==> src/rtl/gb_pkg.sv <==
// gb_pkg: shared ghostbus constants and the window index helper used by decoders and generators
package gb_pkg;
  localparam int GB_MISS_CNT_W = 16;
  function automatic logic [31:0] gb_chan_idx(input logic [31:0] addr, input logic [31:0] base, input int subaw);
    return (addr - base) >> subaw;
  endfunction
endpackage

==> src/rtl/gb_decode.sv <==
// gb_decode: combinational upstream address to one-hot child window hit plus miss flag
module gb_decode
  import gb_pkg::*;
#(
  parameter int AW    = 12,
  parameter int SUBAW = 9,
  parameter int BASE  = 0,
  parameter int NCH   = 4
) (
  input  logic [AW-1:0]  addr,
  output logic [NCH-1:0] hit,
  output logic           miss
);
  logic [31:0] idx;
  logic        ge;
  assign idx = gb_chan_idx(32'(addr), 32'(BASE), SUBAW);
  assign ge  = 32'(addr) >= 32'(BASE);
  always_comb begin
    hit = '0;
    for (int i = 0; i < NCH; i++) hit[i] = ge && idx == 32'(i);
  end
  assign miss = ~|hit;
endmodule

==> src/rtl/gb_fanout.sv <==
// gb_fanout: registered ghostbus interposer splitting one upstream port into NCH child windows
module gb_fanout
  import gb_pkg::*;
#(
  parameter int              AW        = 12,
  parameter int              DW        = 32,
  parameter int              NCH       = 4,
  parameter int              SUBAW     = 9,
  parameter int              BASE      = 0,
  parameter int              CHILD_LAT = 1,
  parameter logic [DW-1:0]   MISS_DATA = '0
) (
  input  logic                     gb_clk,
  input  logic                     gb_rst,
  input  logic [AW-1:0]            gb_addr,
  input  logic [DW-1:0]            gb_dout,
  input  logic                     gb_we,
  input  logic                     gb_re,
  output logic [DW-1:0]            gb_din,
  output logic                     gb_rvalid,
  output logic [AW-1:0]            ch_addr,
  output logic [DW-1:0]            ch_dout,
  output logic [NCH-1:0]           ch_we,
  output logic [NCH-1:0]           ch_re,
  input  logic [NCH*DW-1:0]        ch_din,
  output logic [GB_MISS_CNT_W-1:0] miss_cnt
);
  logic [NCH-1:0]           hit;
  logic                     miss;
  logic [AW-1:0]            ch_addr_d, ch_addr_q;
  logic [DW-1:0]            ch_dout_d, ch_dout_q;
  logic [NCH-1:0]           ch_we_d, ch_we_q, ch_re_d, ch_re_q;
  logic [CHILD_LAT:0][NCH:0] tag_d, tag_q;
  logic [DW-1:0]            rdata, gb_din_d, gb_din_q;
  logic                     gb_rvalid_d, gb_rvalid_q;
  logic [GB_MISS_CNT_W-1:0] miss_cnt_d, miss_cnt_q;

  gb_decode #(.AW(AW), .SUBAW(SUBAW), .BASE(BASE), .NCH(NCH)) u_decode (
    .addr(gb_addr),
    .hit (hit),
    .miss(miss)
  );

  // BASE is window aligned, so the low SUBAW bits are already window-relative
  always_comb begin
    ch_addr_d = AW'(gb_addr[SUBAW-1:0]);
    ch_dout_d = gb_dout;
    ch_we_d   = hit & {NCH{gb_we}};
    ch_re_d   = hit & {NCH{gb_re}};
    tag_d     = '0;
    tag_d[0]  = {gb_re, ch_re_d};
    for (int i = 1; i <= CHILD_LAT; i++) tag_d[i] = tag_q[i-1];
    rdata = MISS_DATA;
    for (int i = 0; i < NCH; i++) if (tag_q[CHILD_LAT][i]) rdata = ch_din[i*DW +: DW];
    gb_rvalid_d = tag_q[CHILD_LAT][NCH];
    gb_din_d    = gb_rvalid_d ? rdata : gb_din_q;
    miss_cnt_d  = ((gb_we | gb_re) && miss && miss_cnt_q != '1) ? miss_cnt_q + GB_MISS_CNT_W'(1) : miss_cnt_q;
  end

  always_ff @(posedge gb_clk) begin
    if (gb_rst) begin
      ch_addr_q   <= '0;
      ch_dout_q   <= '0;
      ch_we_q     <= '0;
      ch_re_q     <= '0;
      tag_q       <= '0;
      gb_din_q    <= '0;
      gb_rvalid_q <= 1'b0;
      miss_cnt_q  <= '0;
    end else begin
      ch_addr_q   <= ch_addr_d;
      ch_dout_q   <= ch_dout_d;
      ch_we_q     <= ch_we_d;
      ch_re_q     <= ch_re_d;
      tag_q       <= tag_d;
      gb_din_q    <= gb_din_d;
      gb_rvalid_q <= gb_rvalid_d;
      miss_cnt_q  <= miss_cnt_d;
    end
  end

  assign ch_addr   = ch_addr_q;
  assign ch_dout   = ch_dout_q;
  assign ch_we     = ch_we_q;
  assign ch_re     = ch_re_q;
  assign gb_din    = gb_din_q;
  assign gb_rvalid = gb_rvalid_q;
  assign miss_cnt  = miss_cnt_q;
endmodule

==> config.mk <==
export PLATFORM = sky130hd
export DESIGN_NAME = gb_fanout
export DESIGN_NICKNAME = d
export VERILOG_FILES = /design/src/rtl/gb_pkg.sv /design/src/rtl/gb_decode.sv /design/src/rtl/gb_fanout.sv
export SDC_FILE = /design/constraint.sdc
export NUM_CORES = 1
export LEC_CHECK = 0
export ABC_AREA = 1
export CAP_MARGIN = 20
export CORE_ASPECT_RATIO = 1.75
export CORE_UTILIZATION = 34
export CTS_BUF_LIST = sky130_fd_sc_hd__clkbuf_8 sky130_fd_sc_hd__clkbuf_16
export CTS_CLUSTER_SIZE = 20
export DETAILED_ROUTE_END_ITERATION = 8
export HOLD_SLACK_MARGIN = 0.03
export PLACE_DENSITY_LB_ADDON = 0.05
export SETUP_SLACK_MARGIN = 0.1
export SLEW_MARGIN = 10
export SYNTH_ARGS = -nofsm -noshare
export SYNTH_HDL_FRONTEND = slang
export SYNTH_SLANG_ARGS = --single-unit
==> constraint.sdc <==
create_clock -name gb_clk -period 1.72 [get_ports gb_clk]
set_clock_uncertainty 0.2 [all_clocks]
set_input_delay 0.172 -clock gb_clk [delete_from_list [all_inputs] [get_ports gb_clk]]
set_output_delay 0.172 -clock gb_clk [all_outputs]
set_load 0.05 [all_outputs]
==> impl_metrics.toml <==
[status]
outcome = "complete, no violations"

[run]
cap_violations = 0

[sta]
period_share_pct = 92.9
hold_viol_final = 0
maxSlewViolCount = 0
hold_slack_ps = 127
rsz0062_at_grt = "yes"
fmax_mhz = 626
final.setup.worst_slack_ps = 122
setup_viol = 0
min_period_ps = 1600
tns_ps = 0

[route]
vias = 5046
drcViolationCount = 0
wl_per_cell_um = 14.9
met3WireLength_um = 1410
ant_nets = 0
top_layer_used = "met4"
wl_met1_um = 5610
first_iter_violations = 94
route.met2.wl_um = 8260
wirelength_um = 15800
vias_per_cell = 4.76
drt_first_pass_iters = 6

[hold_path]
holdPathEnd = "ch_addr[2]$_SDFF_PP0_"
min_path_type = "in2reg"
worstHoldPathCells = 3
hp-start = "gb_addr[2]"

[worst_setup_path]
slowest_delay_ps = 380
r2r_cells = 10
path_delay_family = "simple AND/OR/NAND/NOR gates"
crit_slowest_cell = "dfxtp_4"
start_kind = "flop"
regToRegStartpoint = "miss_cnt[1]$_SDFFE_PP0P_"
r2r_end = "miss_cnt[0]$_SDFFE_PP0P_"
crit_path_end_kind = "flop"
rrSetupSlack_ps = 120
path_common_cell = "nor2_4"
critPathMaxFanout = 6
cp.arrival_ps = 1680
critPathKind = "reg2reg"
crit_chain = "ha_4 -> nand2_4 -> nor2_4 -> nand2_4 -> nor2_4 -> nor2_4 -> buf_6 -> nand2_2 -> nand2_1 -> nor2_1"
required_ps = 1800
path_buf_inv = 1

[power_and_ir_drop]
peakVddDrop_mv = 0.570
p_per_area_nw_per_um2 = 756
fin_total_pwr_mw = 5.78
power_leakage_nw = 3.45

[yosys]
yosysUniqueCellTypes = 23
synth_top_family_by_area = "compound AO/OA/AOI/OAI gates"
postSynthCellCount = 619
synth_compound_area_share_pct = 21.4
synthesis.area_um2 = 4470
yosysWarnings = 0
yosys.area_share.simple_pct = 20.0
seq_area_frac_synth_pct = 46.6
synth_mux_area_share_pct = 0
yosys.area_share.xor_xnor_pct = 1.18
syn_area_per_cell_um2 = 7.22
ys_ff_latch = 104
synth_adder_area_share_pct = 0.280

[finish]
synthToLayoutAreaGrowth_pct = 71.3
finalInstanceArea_um2 = 7650
final_cells = 1060
fin_nets = 1061
insertedDiodeCount = 0
layout_common_cells = "174 x clkdlybuf4s50_1, 114 x buf_4, 106 x nand2_1"
final_common_cell = "clkdlybuf4s50_1"
drive_gt1_share_pct = 21.0
finish.utilization_pct = 59.5

[placement]
place_area_um2 = 7210
pre_cts_ws_ps = -30.4
dpl.cell_count = 1038
numPortBuffers = 273
gp_congestion = 0.869
dp_hpwl_um = 11900

[clocking]
clkLatencyLatePin_ps = 340
cts.clk_slew.worst_paths_ps = 80
cts_sinks = 104
tritoncts = "done"
cts_root_buf = "clkbuf_16"
clockBufferDepth = 2
numCtsBuffers = 9
htree_levels = 3

[floorplan]
dieArea_um2 = 13600
die_w_um = 88.7
die_h_um = 154
num_io_pins = 277
core-area_um2 = 12900
start_util_pct = 34.7
rows = 55

[global_route]
overflow = 0
antenna_found_initial = 0
grt_pass1_vias = 4901
grt_pass1_wl_um = 23900
grt_usage_pct = 22.9
grt_start_max_net_pins = 33
## worst min-delay path, cell delays in order
cell             delay, ps
clkdlybuf4s50_1        390
inv_1                   50
nor2_1                  30
## what timing repair did
action                                  CTS  global route
gates cloned                              1             0
hold endpoints to repair                  7             0
pin swaps                                 6             8
gates resized for setup                   5            23
hold buffers                              1             0
setup buffers                             2             2
endpoints found under the setup margin   12            15
## flip-flops by register name, summed over array words and instances, names as in the netlist, 2 cells and up
name      count
ch_addr       9
ch_dout      32
ch_re         3
ch_we         4
gb_din       32
miss_cnt     16
tag_d         2
tag_q         4
## where the power goes
group,switching [mW],leakage (nW),internal (mW)
logic,0.630,2.44,0.562
clock network,1.01,0.150,1.04
registers,0.0385,0.863,2.50
## Yosys cell counts
library cell	instances	area, um2
a21oi_1	108	541
buf_2	9	45.0
buf_4	7	52.6
buf_6	1	11.3
clkbuf_1	29	109
conb_1	1	3.75
dfxtp_1	104	2080
ha_1	1	12.5
inv_1	66	248
nand2_1	114	428
nand2_2	2	12.5
nand3_1	14	70.1
nand3b_1	1	7.51
nand4_1	5	31.3
nor2_1	79	297
nor2_2	5	31.3
nor2_4	1	11.3
nor3b_1	1	7.51
o211ai_1	32	240
o21ai_0	32	160
o21ai_4	1	16.3
xnor2_1	2	17.5
xor2_1	4	35.0
## cell families after synthesis
group / Yosys count
compound gates: 173
xor+xnor: 6
fa+ha+maj: 1
buf+inv: 112
flops: 104
other cells: 1
simple gates: 222
## cell type report
| class | count | area, um2 |
|---|---|---|
| sequential | 104 | 2110 |
| clock inverter | 7 | 81.3 |
| timing repair buffer | 297 | 2740 |
| fill | 1206 | 5210 |
| clock buffer | 9 | 225 |
| inverter | 66 | 248 |
| tap | 171 | 214 |
| multi-input combinational | 406 | 2040 |
## worst max path at each step
stage	slack [ps]	from	to	depth (start not counted)
global placement	10	gb_re	miss_cnt[0]$_SDFFE_PP0P_	9
finish	120	miss_cnt[1]$_SDFFE_PP0P_	miss_cnt[0]$_SDFFE_PP0P_	10
floorplan	70	miss_cnt[11]$_SDFFE_PP0P_	miss_cnt[0]$_SDFFE_PP0P_	8
CTS	90	miss_cnt[1]$_SDFFE_PP0P_	miss_cnt[9]$_SDFFE_PP0P_	9
global route	40	miss_cnt[0]$_SDFFE_PP0P_	miss_cnt[15]$_SDFFE_PP0P_	8
detailed placement	-30	gb_re	miss_cnt[9]$_SDFFE_PP0P_	8
## routing by layer
metal / vias up / GRT usage [%]
li1: 2529 / -
met5: - / 0
met2: 213 / 42.1
met4: 0 / 9.91
met3: 32 / 6.98
met1: 2272 / 22.8
Note: power is estimated with default switching activity, not from simulation.
